`config.mk`:
```
export PLATFORM = sky130hd
export DESIGN_NAME = uart_bus_loader
export DESIGN_NICKNAME = d
export VERILOG_FILES = /design/src/rtl/loader_pkg.sv /design/src/rtl/loader_timeout.sv /design/src/rtl/uart_bus_loader.sv
export SDC_FILE = /design/constraint.sdc
export NUM_CORES = 1
export LEC_CHECK = 0
export CAP_MARGIN = 20
export CORE_ASPECT_RATIO = 0.9
export CORE_MARGIN = 2
export CORE_UTILIZATION = 30
export CTS_CLUSTER_SIZE = 14
export DETAILED_ROUTE_END_ITERATION = 6
export SYNTH_ARGS = -nofsm -noshare
export SYNTH_HDL_FRONTEND = slang
export SYNTH_SLANG_ARGS = --single-unit
```
`constraint.sdc`:
```
create_clock -name clock -period 3 [get_ports clock]
set_clock_uncertainty 0.1 [all_clocks]
set_input_delay 0.6 -clock clock [delete_from_list [all_inputs] [get_ports clock]]
set_output_delay 0.6 -clock clock [all_outputs]
set_load 0.02 [all_outputs]
```
`src/rtl/loader_pkg.sv`:
```
// Shared types and constants for the UART-driven bus loader.
package loader_pkg;

  localparam int unsigned BYTE_W = 8;
  localparam int unsigned WORD_W = 32;

  typedef enum logic [2:0] {
    IDLE,
    ADDR,
    DATA,
    BUS_WR,
    BUS_RD,
    RD_WAIT,
    TX_LOAD,
    TX_WAIT
  } state_e;

  localparam logic [BYTE_W-1:0] CMD_WRITE = 8'h57;
  localparam logic [BYTE_W-1:0] CMD_READ  = 8'h52;
  localparam logic [BYTE_W-1:0] RSP_ACK   = 8'h4B;
  localparam logic [BYTE_W-1:0] RSP_ERR   = 8'h3F;

  typedef struct packed {
    logic [WORD_W-1:0] addr;
    logic [WORD_W-1:0] wdata;
    logic              we;
  } bus_req_t;

endpackage

```
`src/rtl/loader_timeout.sv`:
```
// Inter-byte timeout: load restarts the count, clear disarms, expired flags TIMEOUT_CYCLES-1 idle clocks.
module loader_timeout #(
  parameter int unsigned TIMEOUT_CYCLES = 50000
) (
  input  logic clock,
  input  logic reset,
  input  logic load,
  input  logic clear,
  output logic expired
);

  localparam int unsigned     CNT_W = (TIMEOUT_CYCLES > 1) ? $clog2(TIMEOUT_CYCLES) : 1;
  localparam logic [CNT_W-1:0] LAST = CNT_W'(TIMEOUT_CYCLES - 1);

  logic [CNT_W-1:0] count_q, count_d;
  logic             armed_q, armed_d;
  logic             expired_q, expired_d;

  always_comb begin
    count_d = count_q;
    armed_d = armed_q;
    if (clear) begin
      armed_d = 1'b0;
      count_d = '0;
    end else if (load) begin
      armed_d = 1'b1;
      count_d = '0;
    end else if (armed_q && (count_q != LAST)) begin
      count_d = count_q + CNT_W'(1);
    end
    expired_d = armed_d && (count_d == LAST);
  end

  always_ff @(posedge clock) begin
    if (reset) begin
      count_q   <= '0;
      armed_q   <= 1'b0;
      expired_q <= 1'b0;
    end else begin
      count_q   <= count_d;
      armed_q   <= armed_d;
      expired_q <= expired_d;
    end
  end

  assign expired = expired_q;

endmodule

```
`src/rtl/uart_bus_loader.sv`:
```
// UART command loader: parses W/R byte commands, drives one bus access, and returns response bytes.
module uart_bus_loader
  import loader_pkg::*;
#(
  parameter int unsigned TIMEOUT_CYCLES = 50000,
  parameter int unsigned RD_LATENCY     = 1
) (
  input  logic              clock,
  input  logic              reset,
  input  logic [BYTE_W-1:0] rx_data,
  input  logic              rx_ready,
  output logic              rx_ack,
  output logic [BYTE_W-1:0] tx_data,
  output logic              tx_send,
  input  logic              tx_busy,
  output logic              hold_cpu,
  output logic [WORD_W-1:0] bus_addr,
  output logic [WORD_W-1:0] bus_wdata,
  output logic              bus_we,
  input  logic [WORD_W-1:0] bus_rdata
);

  localparam int unsigned      LAT_W    = (RD_LATENCY > 1) ? $clog2(RD_LATENCY) : 1;
  localparam logic [LAT_W-1:0] LAT_LAST = LAT_W'(RD_LATENCY - 1);
  localparam int unsigned      LOW_HI   = WORD_W - BYTE_W - 1;

  state_e            state_q, state_d;
  logic [1:0]        cnt_q, cnt_d;
  logic              is_write_q, is_write_d;
  logic [WORD_W-1:0] addr_q, addr_d;
  logic [WORD_W-1:0] wdata_q, wdata_d;
  bus_req_t          bus_q, bus_d;
  logic [WORD_W-1:0] tx_buf_q, tx_buf_d;
  logic [1:0]        tx_left_q, tx_left_d;
  logic [BYTE_W-1:0] tx_data_q, tx_data_d;
  logic              tx_send_q, tx_send_d;
  logic              rx_ack_q, rx_ack_d;
  logic              hold_q, hold_d;
  logic [LAT_W-1:0]  lat_q, lat_d;
  logic              seen_busy_q, seen_busy_d;
  logic [1:0]        wait_q, wait_d;

  logic consume_c;
  logic tx_done_c;
  logic tmo_load_c;
  logic tmo_clear_c;
  logic tmo_expired;

  // The cycle after an ack the receiver flag is still stale, so it is ignored then.
  assign consume_c = rx_ready && !rx_ack_q &&
                     ((state_q == IDLE) || (state_q == ADDR) || (state_q == DATA));

  loader_timeout #(
    .TIMEOUT_CYCLES(TIMEOUT_CYCLES)
  ) u_timeout (
    .clock   (clock),
    .reset   (reset),
    .load    (tmo_load_c),
    .clear   (tmo_clear_c),
    .expired (tmo_expired)
  );

  always_comb begin
    state_d     = state_q;
    cnt_d       = cnt_q;
    is_write_d  = is_write_q;
    addr_d      = addr_q;
    wdata_d     = wdata_q;
    bus_d       = bus_q;
    bus_d.we    = 1'b0;
    tx_buf_d    = tx_buf_q;
    tx_left_d   = tx_left_q;
    tx_data_d   = tx_data_q;
    tx_send_d   = 1'b0;
    rx_ack_d    = consume_c;
    lat_d       = lat_q;
    seen_busy_d = seen_busy_q;
    wait_d      = wait_q;
    tx_done_c   = 1'b0;
    tmo_load_c  = 1'b0;
    tmo_clear_c = 1'b0;

    case (state_q)
      IDLE: begin
        if (consume_c) begin
          if ((rx_data == CMD_WRITE) || (rx_data == CMD_READ)) begin
            is_write_d = (rx_data == CMD_WRITE);
            cnt_d      = 2'd0;
            tmo_load_c = 1'b1;
            state_d    = ADDR;
          end else begin
            tx_buf_d  = {RSP_ERR, (WORD_W - BYTE_W)'(0)};
            tx_left_d = 2'd0;
            state_d   = TX_LOAD;
          end
        end
      end

      ADDR: begin
        if (consume_c) begin
          addr_d = {addr_q[LOW_HI:0], rx_data};
          cnt_d  = cnt_q + 2'd1;
          if (cnt_q == 2'd3) begin
            if (is_write_q) begin
              tmo_load_c = 1'b1;
              state_d    = DATA;
            end else begin
              tmo_clear_c = 1'b1;
              bus_d.addr  = {addr_q[LOW_HI:0], rx_data};
              state_d     = BUS_RD;
            end
          end else begin
            tmo_load_c = 1'b1;
          end
        end else if (tmo_expired) begin
          tmo_clear_c = 1'b1;
          cnt_d       = 2'd0;
          state_d     = IDLE;
        end
      end

      DATA: begin
        if (consume_c) begin
          wdata_d = {wdata_q[LOW_HI:0], rx_data};
          cnt_d   = cnt_q + 2'd1;
          if (cnt_q == 2'd3) begin
            // Load the bus registers on entry so the strobe lines up with BUS_WR.
            tmo_clear_c = 1'b1;
            bus_d.addr  = addr_q;
            bus_d.wdata = {wdata_q[LOW_HI:0], rx_data};
            bus_d.we    = 1'b1;
            state_d     = BUS_WR;
          end else begin
            tmo_load_c = 1'b1;
          end
        end else if (tmo_expired) begin
          tmo_clear_c = 1'b1;
          cnt_d       = 2'd0;
          state_d     = IDLE;
        end
      end

      BUS_WR: begin
        tx_buf_d  = {RSP_ACK, (WORD_W - BYTE_W)'(0)};
        tx_left_d = 2'd0;
        state_d   = TX_LOAD;
      end

      BUS_RD: begin
        lat_d   = '0;
        state_d = RD_WAIT;
      end

      RD_WAIT: begin
        if (lat_q == LAT_LAST) begin
          tx_buf_d  = bus_rdata;
          tx_left_d = 2'd3;
          state_d   = TX_LOAD;
        end else begin
          lat_d = lat_q + LAT_W'(1);
        end
      end

      TX_LOAD: begin
        if (!tx_busy) begin
          tx_data_d   = tx_buf_q[WORD_W-1 -: BYTE_W];
          tx_buf_d    = {tx_buf_q[LOW_HI:0], BYTE_W'(0)};
          tx_send_d   = 1'b1;
          seen_busy_d = 1'b0;
          wait_d      = 2'd0;
          state_d     = TX_WAIT;
        end
      end

      TX_WAIT: begin
        // A transmitter that never raises busy within four cycles is taken as done.
        if (seen_busy_q) begin
          tx_done_c = !tx_busy;
        end else if (tx_busy) begin
          seen_busy_d = 1'b1;
        end else if (wait_q == 2'd3) begin
          tx_done_c = 1'b1;
        end else begin
          wait_d = wait_q + 2'd1;
        end
        if (tx_done_c) begin
          if (tx_left_q != 2'd0) begin
            tx_left_d = tx_left_q - 2'd1;
            state_d   = TX_LOAD;
          end else begin
            state_d = IDLE;
          end
        end
      end

      default: state_d = IDLE;
    endcase

    hold_d = (state_d != IDLE);
  end

  always_ff @(posedge clock) begin
    if (reset) begin
      state_q     <= IDLE;
      cnt_q       <= 2'd0;
      is_write_q  <= 1'b0;
      addr_q      <= '0;
      wdata_q     <= '0;
      bus_q       <= '0;
      tx_buf_q    <= '0;
      tx_left_q   <= 2'd0;
      tx_data_q   <= '0;
      tx_send_q   <= 1'b0;
      rx_ack_q    <= 1'b0;
      hold_q      <= 1'b0;
      lat_q       <= '0;
      seen_busy_q <= 1'b0;
      wait_q      <= 2'd0;
    end else begin
      state_q     <= state_d;
      cnt_q       <= cnt_d;
      is_write_q  <= is_write_d;
      addr_q      <= addr_d;
      wdata_q     <= wdata_d;
      bus_q       <= bus_d;
      tx_buf_q    <= tx_buf_d;
      tx_left_q   <= tx_left_d;
      tx_data_q   <= tx_data_d;
      tx_send_q   <= tx_send_d;
      rx_ack_q    <= rx_ack_d;
      hold_q      <= hold_d;
      lat_q       <= lat_d;
      seen_busy_q <= seen_busy_d;
      wait_q      <= wait_d;
    end
  end

  assign rx_ack    = rx_ack_q;
  assign tx_data   = tx_data_q;
  assign tx_send   = tx_send_q;
  assign hold_cpu  = hold_q;
  assign bus_addr  = bus_q.addr;
  assign bus_wdata = bus_q.wdata;
  assign bus_we    = bus_q.we;

endmodule

```
==> results.sh, run 1 <==
export IMPL_max_vdd_ir_drop_v=0.0003863
export IMPL_place_port_buffers=119
export IMPL_final_common_cell="nand2_1"
export IMPL_grt_max_degree=79
export IMPL_drc=0
export IMPL_setup_violations=0
export IMPL_power_switching_w=0.002270
export IMPL_critPathCapture="u_timeout.expired$_SDFF_PP0_"
export IMPL_wl_per_cell_um=14.47
export IMPL_htree_levels=4
export IMPL_combPwrFrac=0.234
export IMPL_cts_tree="done"
export IMPL_detailedRoute_firstPassIterationCount=5
export IMPL_synth_seq_cells=193
export IMPL_hold_buffers=0
export IMPL_num_vias=6825
export IMPL_dpl_instance_area_sq_mm=0.009455
export IMPL_crit_fanout=8
export IMPL_reg2reg_from="u_timeout.count_q[0]$_SDFF_PP0_"
export IMPL_status="completed"
export IMPL_diodes=0
export IMPL_clockBufferDepth=2
export IMPL_final_nets=1095
export IMPL_drtAntennaViolNets=0
export IMPL_initialDrtViolationCount=438
export IMPL_ys_seq_area_frac=0.4871
export IMPL_grt_pass1_wl_um=33070
export IMPL_ys_flop_type="dfxtp_1"
export IMPL_worstMarginPinSlew_ps=619.4
export IMPL_post_route_period_util=0.8484
export IMPL_max_slew_margin_rel=0.5871
export IMPL_fillCellCount=2686
export IMPL_area_growth_syn_to_layout_pct=27.09
export IMPL_fin_area_sq_mm=0.01008
export IMPL_fp_dieW_um=175.4
export IMPL_grt_pass1_vias=6243
export IMPL_p_total_w=0.006798
export IMPL_maxCapViolations=0
export IMPL_gp_congestion=0.8451
export IMPL_postCtsSetupRepairBufs=0
export IMPL_worstPathRequired_ps=3250
export IMPL_critPathLaunch="u_timeout.count_q[0]$_SDFF_PP0_"
export IMPL_yosysWarnings=0
export IMPL_reg2reg_setup_slack_ps=450
export IMPL_clk_latency_ps=440
export IMPL_critPathKind="reg -> reg"
export IMPL_synth_area_sq_mm=0.007931
export IMPL_p_int_w=0.004527
export IMPL_r2r_cells=7
export IMPL_worstReg2RegEnd="u_timeout.expired$_SDFF_PP0_"
export IMPL_track_usage=0.1475
export IMPL_die_h_um=158.3
export IMPL_slowest_stage="or4_1"
export IMPL_post_synth_cell_area_avg_sq_um=8.288
export IMPL_cts_resized_gates=0
export IMPL_clock_sinks=193
export IMPL_final_cell_mix="nand2_1, dfxtp_1, clkdlybuf4s50_1, a21oi_1, nor2_1"
export IMPL_rows=56
export IMPL_cts_made_buffers=17
export IMPL_start_util=0.3051
export IMPL_grt_overflow=0
export IMPL_maxClockFrequency_ghz=0.3929
export IMPL_die_area_sq_mm=0.02776
export IMPL_worstPathArrival_ps=2800
export IMPL_hold_viol=0
export IMPL_hpwl_um=13460
export IMPL_antenna_found_initial=0
export IMPL_rsz0062_at_grt="no"
export IMPL_clkTransAtPathRegs_ps=70
export IMPL_routed_wl_um=20370
export IMPL_endpoint_kind="flip-flop"
export IMPL_max_stage_delay_ps=520
export IMPL_fp_coreArea_sq_mm=0.02599
export IMPL_synth_distinct_cells=60
export IMPL_cts_root_buffer="clkbuf_16"
export IMPL_clkPwrFrac=0.340
export IMPL_leakagePower_nw=3.319
export IMPL_powerDensity_mw_per_mm2=674.4
export IMPL_min_period_ps=2545
export IMPL_hold_path_class="reg -> reg"
export IMPL_viasPerCell=4.847
export IMPL_io_pins=120
export IMPL_netlist_instances=957
export IMPL_synthArstFlopShare=0
export IMPL_synth_enable_flop_cells=0
export IMPL_cp_start_kind="flip-flop"
export IMPL_setup_tns_ps=0
export IMPL_slew_violations=0
export IMPL_post_place_cells=1375
export IMPL_final_cells=1408
export IMPL_p_seq_frac=0.426
export IMPL_layout_drive_gt1_share=0.07736
export IMPL_p_sw_frac=0.3340
export IMPL_syn_num_nets=1005
export IMPL_crit_path_cell_trace="ha_1 -> and3_1 -> a41oi_2 -> nand3_1 -> xor2_1 -> or4_1 -> a211oi_2"
-- cell families after synthesis --
family          synth area share
flops                     0.4871
fa+ha+maj               0.006310
mux                     0.008203
xor+xnor                 0.02098
simple gates              0.2207
buf+inv                  0.05143
compound gates            0.2052
-- synthesized netlist by cell type, types with 2 or more instances --
master    count  area (sq um)
buf_2        12         60.06
nor2b_1       5         31.28
dfxtp_1     193          3864
nor2_1       95         356.6
a21o_1        2         15.01
nor2b_4       2         27.53
a21oi_2       3         26.28
xnor2_1       7         61.31
nor3_1       29         145.1
nand4_1       4         25.02
a21oi_1     109         545.5
clkbuf_2      2         10.01
clkbuf_1     53         198.9
and2_1        5         31.28
nand3_1      11         55.05
ha_1          4         50.05
o22ai_1       4         25.02
buf_6         7         78.83
and3_1       11         68.82
o211ai_1      4         30.03
a31oi_1       5         31.28
a22oi_1      40         300.3
nand2_1     215         807.0
buf_4         4         30.03
mux2i_1       5         50.05
o21ai_0       9         45.04
and4_1        2         17.52
xor2_1       12         105.1
o21a_1        2         15.01
a221oi_1     19         166.4
or3_1         2         12.51
inv_1         8         30.03
a211oi_1     37         277.8
nand2b_1      9         56.30
-- cell type report --
type	instances	area, sq um	area share
flip-flops and latches	193	3864	0.3833
well taps	348	435.4	0.04320
multi-input cells	678	3666	0.3637
inverters	8	30.03	0.002979
clock buffers	17	425.4	0.04220
repair buffers	149	1475	0.1463
clock inverters	15	183.9	0.01825
-- through the flow --
stage	hold WS [ps]	utilization	worst slack (ps)
2_1_floorplan	332.1	-	739.9
3_3_place_gp	341.2	0.3637	129.3
3_5_place_dp	346.2	0.3637	97.59
4_1_cts	357.6	0.3872	347.3
5_1_grt	375.0	0.3878	216.5
6_report	354.7	0.3878	454.7
-- registers in the layout, indices dropped and copies added (netlist names), 2 cells and up --
| name | count |
|---|---|
| bus_wdata | 32 |
| tx_left_q | 2 |
| addr_q | 32 |
| state_q | 3 |
| wait_q | 2 |
| tx_data | 8 |
| u_timeout.count_q | 16 |
| bus_addr | 32 |
| wdata_q | 24 |
| cnt_q | 2 |
| tx_buf_q | 32 |
-- critical path, delay by kind of cell, from the launching register on --
kind	cells	cell delay, ps
xor+xnor	1	190
flops	1	380
simple gates	3	880
compound gates	2	610
fa+ha+maj	1	310
-- metal layers --
metal,part of all wire,track usage,up-vias
met5,0,0,-
met4,0.0057,0.02976,0
met3,0.046,0.03534,9
met2,0.45,0.2312,130
met1,0.50,0.2068,3182
li1,-,-,3504
-- power groups by stage --
stage	sequential, W	combinational, W	clock [W]
2_1_floorplan	0.00292	0.00120	0
3_3_place_gp	0.00295	0.00155	0
3_5_place_dp	0.00295	0.00156	0
4_1_cts	0.00290	0.00157	0.00237
5_1_grt	0.00292	0.00178	0.00247
6_report	0.00290	0.00159	0.00231
-- how the worst min path moves through the flow --
stage               slack [ps]  cells past startpoint                          to                       start
CTS                        360                      2     addr_q[25]$_SDFFE_PP0P_     addr_q[25]$_SDFFE_PP0P_
detailed placement         350                      2     addr_q[25]$_SDFFE_PP0P_     addr_q[25]$_SDFFE_PP0P_
global placement           340                      2     addr_q[24]$_SDFFE_PP0P_     addr_q[24]$_SDFFE_PP0P_
floorplan                  330                      2  bus_wdata[24]$_SDFFE_PP0P_    wdata_q[16]$_SDFFE_PP0P_
finish                     350                      2     addr_q[24]$_SDFFE_PP0P_     addr_q[24]$_SDFFE_PP0P_
global route               380                      2  bus_wdata[11]$_SDFFE_PP0P_  bus_wdata[11]$_SDFFE_PP0P_
No activity file was read; power rests on OpenSTA's default activity.
==> run 2, diff against run 1 <==
clock period = 2.6 ns   (was 3 ns; I/O delays follow)
==> results.sh, run 2 (same netlist as run 1, synthesis figures left out) <==
export IMPL_status="completed"
export IMPL_critPathLaunch="u_timeout.count_q[1]$_SDFF_PP0_"
export IMPL_grt_overflow=0
export IMPL_htree_levels=4
export IMPL_io_pins=120
export IMPL_p_int_w=0.005292
export IMPL_leakagePower_nw=3.419
export IMPL_final_cell_mix="nand2_1, dfxtp_1, clkdlybuf4s50_1, a21oi_1, nor2_1"
export IMPL_post_route_period_util=0.8942
export IMPL_grt_pass1_vias=6269
export IMPL_hpwl_um=13870
export IMPL_max_vdd_ir_drop_v=0.0003417
export IMPL_rsz0062_at_grt="no"
export IMPL_start_util=0.3051
export IMPL_min_period_ps=2325
export IMPL_viasPerCell=4.846
export IMPL_clk_latency_ps=430
export IMPL_antenna_found_initial=0
export IMPL_powerDensity_mw_per_mm2=775.0
export IMPL_dpl_instance_area_sq_mm=0.009620
export IMPL_cts_resized_gates=0
export IMPL_crit_path_cell_trace="ha_1 -> and3_1 -> a41oi_2 -> buf_4 -> mux2_4 -> a2111oi_2 -> nand4_1 -> a211oi_2"
export IMPL_hold_viol=0
export IMPL_num_vias=6901
export IMPL_final_common_cell="nand2_1"
export IMPL_critPathKind="reg -> reg"
export IMPL_reg2reg_setup_slack_ps=280
export IMPL_rows=56
export IMPL_die_h_um=158.3
export IMPL_worstMarginPinSlew_ps=549.1
export IMPL_fin_area_sq_mm=0.01022
export IMPL_combPwrFrac=0.243
export IMPL_slew_violations=0
export IMPL_drc=0
export IMPL_fillCellCount=2594
export IMPL_area_growth_syn_to_layout_pct=28.88
export IMPL_track_usage=0.1480
export IMPL_clockBufferDepth=2
export IMPL_critPathCapture="u_timeout.expired$_SDFF_PP0_"
export IMPL_setup_violations=0
export IMPL_gp_congestion=0.8556
export IMPL_hold_buffers=0
export IMPL_clkPwrFrac=0.336
export IMPL_reg2reg_from="u_timeout.count_q[1]$_SDFF_PP0_"
export IMPL_r2r_cells=8
export IMPL_hold_path_class="reg -> reg"
export IMPL_crit_fanout=8
export IMPL_diodes=0
export IMPL_cts_root_buffer="clkbuf_16"
export IMPL_drtAntennaViolNets=0
export IMPL_routed_wl_um=20690
export IMPL_clkTransAtPathRegs_ps=80
export IMPL_postCtsSetupRepairBufs=0
export IMPL_layout_drive_gt1_share=0.09108
export IMPL_max_stage_delay_ps=340
export IMPL_p_total_w=0.007922
export IMPL_max_slew_margin_rel=0.6332
export IMPL_maxCapViolations=0
export IMPL_die_area_sq_mm=0.02776
export IMPL_slowest_stage="dfxtp_1"
export IMPL_initialDrtViolationCount=488
export IMPL_endpoint_kind="flip-flop"
export IMPL_grt_max_degree=65
export IMPL_worstReg2RegEnd="u_timeout.expired$_SDFF_PP0_"
export IMPL_final_nets=1111
export IMPL_met1_usage=0.2125
export IMPL_clock_sinks=193
export IMPL_worstPathArrival_ps=2570
export IMPL_grt_busiest_layer="met2"
export IMPL_detailedRoute_firstPassIterationCount=5
export IMPL_met3_usage=0.03868
export IMPL_fp_coreArea_sq_mm=0.02599
export IMPL_power_switching_w=0.002630
export IMPL_grt_pass1_wl_um=33290
export IMPL_met2_usage=0.2231
export IMPL_setup_tns_ps=0
export IMPL_place_port_buffers=119
export IMPL_fp_dieW_um=175.4
export IMPL_worstPathRequired_ps=2850
export IMPL_cp_start_kind="flip-flop"
export IMPL_p_sw_frac=0.3320
export IMPL_cts_tree="done"
export IMPL_cts_made_buffers=17
export IMPL_holdPathStages=2
export IMPL_p_seq_frac=0.422
export IMPL_maxClockFrequency_ghz=0.4301
export IMPL_wl_per_cell_um=14.53
==> run 2: changes by cell type in the layout (fill, tap and decap cells not counted), moves of 2 or more <==
cell        before  now
buf_4           25   39
buf_12           4    7
clkinv_4         1    4
clkinv_8         6    3
clkinvlp_4       2    0
inv_12           0    2
==> run 2: worst min-delay path by stage <==
stage                                    startpoint                         end  slack [ps]
after floorplan            wdata_q[16]$_SDFFE_PP0P_  bus_wdata[24]$_SDFFE_PP0P_         330
after global placement    tx_buf_q[31]$_SDFFE_PP0P_     tx_data[7]$_SDFFE_PP0P_         340
after detailed placement  tx_buf_q[31]$_SDFFE_PP0P_     tx_data[7]$_SDFFE_PP0P_         340
after CTS                 tx_buf_q[31]$_SDFFE_PP0P_     tx_data[7]$_SDFFE_PP0P_         360
after global routing        addr_q[24]$_SDFFE_PP0P_     addr_q[24]$_SDFFE_PP0P_         370
final                      wdata_q[22]$_SDFFE_PP0P_  bus_wdata[30]$_SDFFE_PP0P_         350
==> run 2: routing by layer <==
metal  up-vias  wire length, um
met5         -                0
met4         0              120
met3         6             1099
met2       130             9168
met1      3235            10300
li1       3530                -
==> run 2: per-stage QoR <==
stage | hold slack (ps) | util | cells | setup WS [ps]
after global routing | 369.0 | 0.3932 | 1424 | 141.3
after CTS | 355.5 | 0.3932 | 1424 | 269.0
after detailed placement | 343.8 | 0.3701 | 1392 | -138.0
after global placement | 340.5 | 0.3701 | 1392 | -100.6
after floorplan | 332.1 | - | 957 | 375.8
final | 352.7 | 0.3932 | 1424 | 275.2
==> run 2: cell type report <==
type                    count  area, sq um  area share
clock buffers              17        425.4     0.04162
clock inverters            15        176.4     0.01726
inverters                   8        30.03    0.002938
multi-input cells         678         3666      0.3586
flip-flops and latches    193         3864      0.3780
well taps                 348        435.4     0.04259
repair buffers            165         1625      0.1590
==> run 2: critical path, delay by kind of cell, from the launching register on <==
kind / cells / cell delay (ps)
AOI/OAI and AO/OA: 3 / 750
DFF: 1 / 340
and+or+nand+nor: 2 / 340
muxes: 1 / 320
adders and majority gates: 1 / 200
buffers and inverters: 1 / 200
==> run 2: power by group through the flow <==
stage / sequential, W / clock, W / combinational (W)
5_1_grt: 0.00336 / 0.00285 / 0.00214
2_1_floorplan: 0.00337 / 0 / 0.00138
3_5_place_dp: 0.00340 / 0 / 0.00192
3_3_place_gp: 0.00340 / 0 / 0.00190
4_1_cts: 0.00334 / 0.00273 / 0.00193
6_report: 0.00334 / 0.00266 / 0.00192
==> run 3, diff against run 2 <==
CELL_PAD_IN_SITES_DETAIL_PLACEMENT = 0   (was not set)
CELL_PAD_IN_SITES_GLOBAL_PLACEMENT = 2   (was not set)
PLACE_DENSITY_LB_ADDON = 0.1   (was not set)
SETUP_SLACK_MARGIN = 0.2   (was not set)
SLEW_MARGIN = 20   (was not set)
==> results.sh, run 3 (same netlist as run 1, synthesis figures left out) <==
export IMPL_slew_violations=0
export IMPL_grt_pass1_vias=6589
export IMPL_endpoint_kind="flip-flop"
export IMPL_cts_tree="done"
export IMPL_min_period_ps=2278
export IMPL_fp_dieW_um=175.4
export IMPL_layout_drive_gt1_share=0.1009
export IMPL_clkTransAtPathRegs_ps=80
export IMPL_hold_buffers=0
export IMPL_diodes=0
export IMPL_htree_levels=4
export IMPL_worstMarginPinSlew_ps=529.9
export IMPL_track_usage=0.1623
export IMPL_clock_sinks=193
export IMPL_status="completed"
export IMPL_hold_path_class="in -> reg"
export IMPL_drc=0
export IMPL_cts_root_buffer="clkbuf_16"
export IMPL_detailedRoute_firstPassIterationCount=5
export IMPL_final_nets=1115
export IMPL_clk_latency_ps=440
export IMPL_critPathKind="in -> reg"
export IMPL_worstPathArrival_ps=2530
export IMPL_cts_made_buffers=17
export IMPL_place_port_buffers=119
export IMPL_drtAntennaViolNets=0
export IMPL_post_route_period_util=0.8763
export IMPL_antenna_found_initial=1
export IMPL_io_pins=120
export IMPL_hold_viol=0
export IMPL_leakagePower_nw=3.491
export IMPL_viasPerCell=4.828
export IMPL_clockBufferDepth=2
export IMPL_reg2reg_setup_slack_ps=350
export IMPL_gp_congestion=0.7267
export IMPL_die_area_sq_mm=0.02776
export IMPL_powerDensity_mw_per_mm2=789.4
export IMPL_cts_resized_gates=0
export IMPL_maxClockFrequency_ghz=0.4389
export IMPL_postCtsSetupRepairBufs=0
export IMPL_fillCellCount=2648
export IMPL_final_common_cell="nand2_1"
export IMPL_cp_start_kind="input port"
export IMPL_start_util=0.3051
export IMPL_pre_cts_ws_ps=-227.1
export IMPL_setup_violations=0
export IMPL_rows=56
export IMPL_grt_pass1_wl_um=35940
export IMPL_max_slew_margin_rel=0.6468
export IMPL_die_h_um=158.3
export IMPL_holdWs_ps=307.5
export IMPL_hpwl_um=14470
export IMPL_rsz0062_at_grt="no"
export IMPL_final_cell_mix="nand2_1, dfxtp_1, clkdlybuf4s50_1, a21oi_1, nor2_1"
export IMPL_fp_coreArea_sq_mm=0.02599
export IMPL_worstPathRequired_ps=2860
export IMPL_routed_wl_um=22270
export IMPL_grt_max_degree=105
export IMPL_num_vias=6894
export IMPL_crit_fanout=5
export IMPL_timing_final_ws_setup_ps=321.7
export IMPL_maxCapViolations=0
export IMPL_grt_overflow=0
export IMPL_initialDrtViolationCount=387
export IMPL_wl_per_cell_um=15.60
export IMPL_area_growth_syn_to_layout_pct=30.84
export IMPL_max_vdd_ir_drop_v=0.0004544
## run 3: changes by cell type in the layout (fill, tap and decap cells not counted), moves of 2 or more
| cell | before | now |
|---|---|---|
| clkinv_4 | 4 | 2 |
| clkinv_8 | 3 | 5 |
| dfxtp_1 | 193 | 191 |
| dfxtp_2 | 0 | 2 |
| buf_12 | 7 | 10 |
| inv_12 | 2 | 0 |
| bufinv_16 | 0 | 2 |
## run 3: layout make-up
cell class	instances	area [sq um]	area share
Tap cell	348	435.4	0.04196
Inverter	8	30.03	0.002894
Clock inverter	15	219.0	0.02110
Sequential cell	193	3866	0.3726
Clock buffer	17	425.4	0.04099
Timing Repair Buffer	169	1699	0.1637
Multi-Input combinational cell	678	3702	0.3568
## run 3: critical path, stage by stage
cell and delay (ps):
clkdlybuf4s50_1 500, nor3b_4 270, a21boi_1 100, o221a_2 240, a21o_1 200, or4_1 550
a211oi_2 150
## run 3: path summary, 6_finish.rpt
kind / startpoint / end / cells past startpoint
setup / recovery: rx_ready / u_timeout.expired$_SDFF_PP0_ / 7
hold / removal: reset / tx_buf_q[7]$_SDFFE_PP0P_ / 2
hold reg to reg: bus_wdata[30]$_SDFFE_PP0P_ / bus_wdata[30]$_SDFFE_PP0P_ / 2
setup reg to reg: state_q[0]$_SDFF_PP0_ / u_timeout.expired$_SDFF_PP0_ / 6
## run 3: layer usage
layer / vias up / wire [um] / global-route usage
met5: - / 12 / 0
met4: 2 / 168 / 0.03651
li1: 3551 / - / -
met2: 103 / 9900 / 0.2495
met1: 3224 / 11490 / 0.2320
met3: 14 / 703 / 0.03558
## run 3: power breakdown
group | switching, W | internal [W]
Sequential | 0.000175 | 0.00317
Combinational | 0.00116 | 0.000845
Clock | 0.00135 | 0.00149
## run 3: per-stage QoR
step	utilization	std cells	total power [W]	TNS, ps	cell area, sq um
global placement	0.3728	1396	0.005424	-4153	9691
finish	0.3992	1428	0.008192	0	10380
global route	0.3992	1428	0.008660	0	10380
floorplan	-	957	0.004749	0	7931
detailed placement	0.3728	1396	0.005426	-6128	9691
CTS	0.3976	1428	0.008316	0	10330
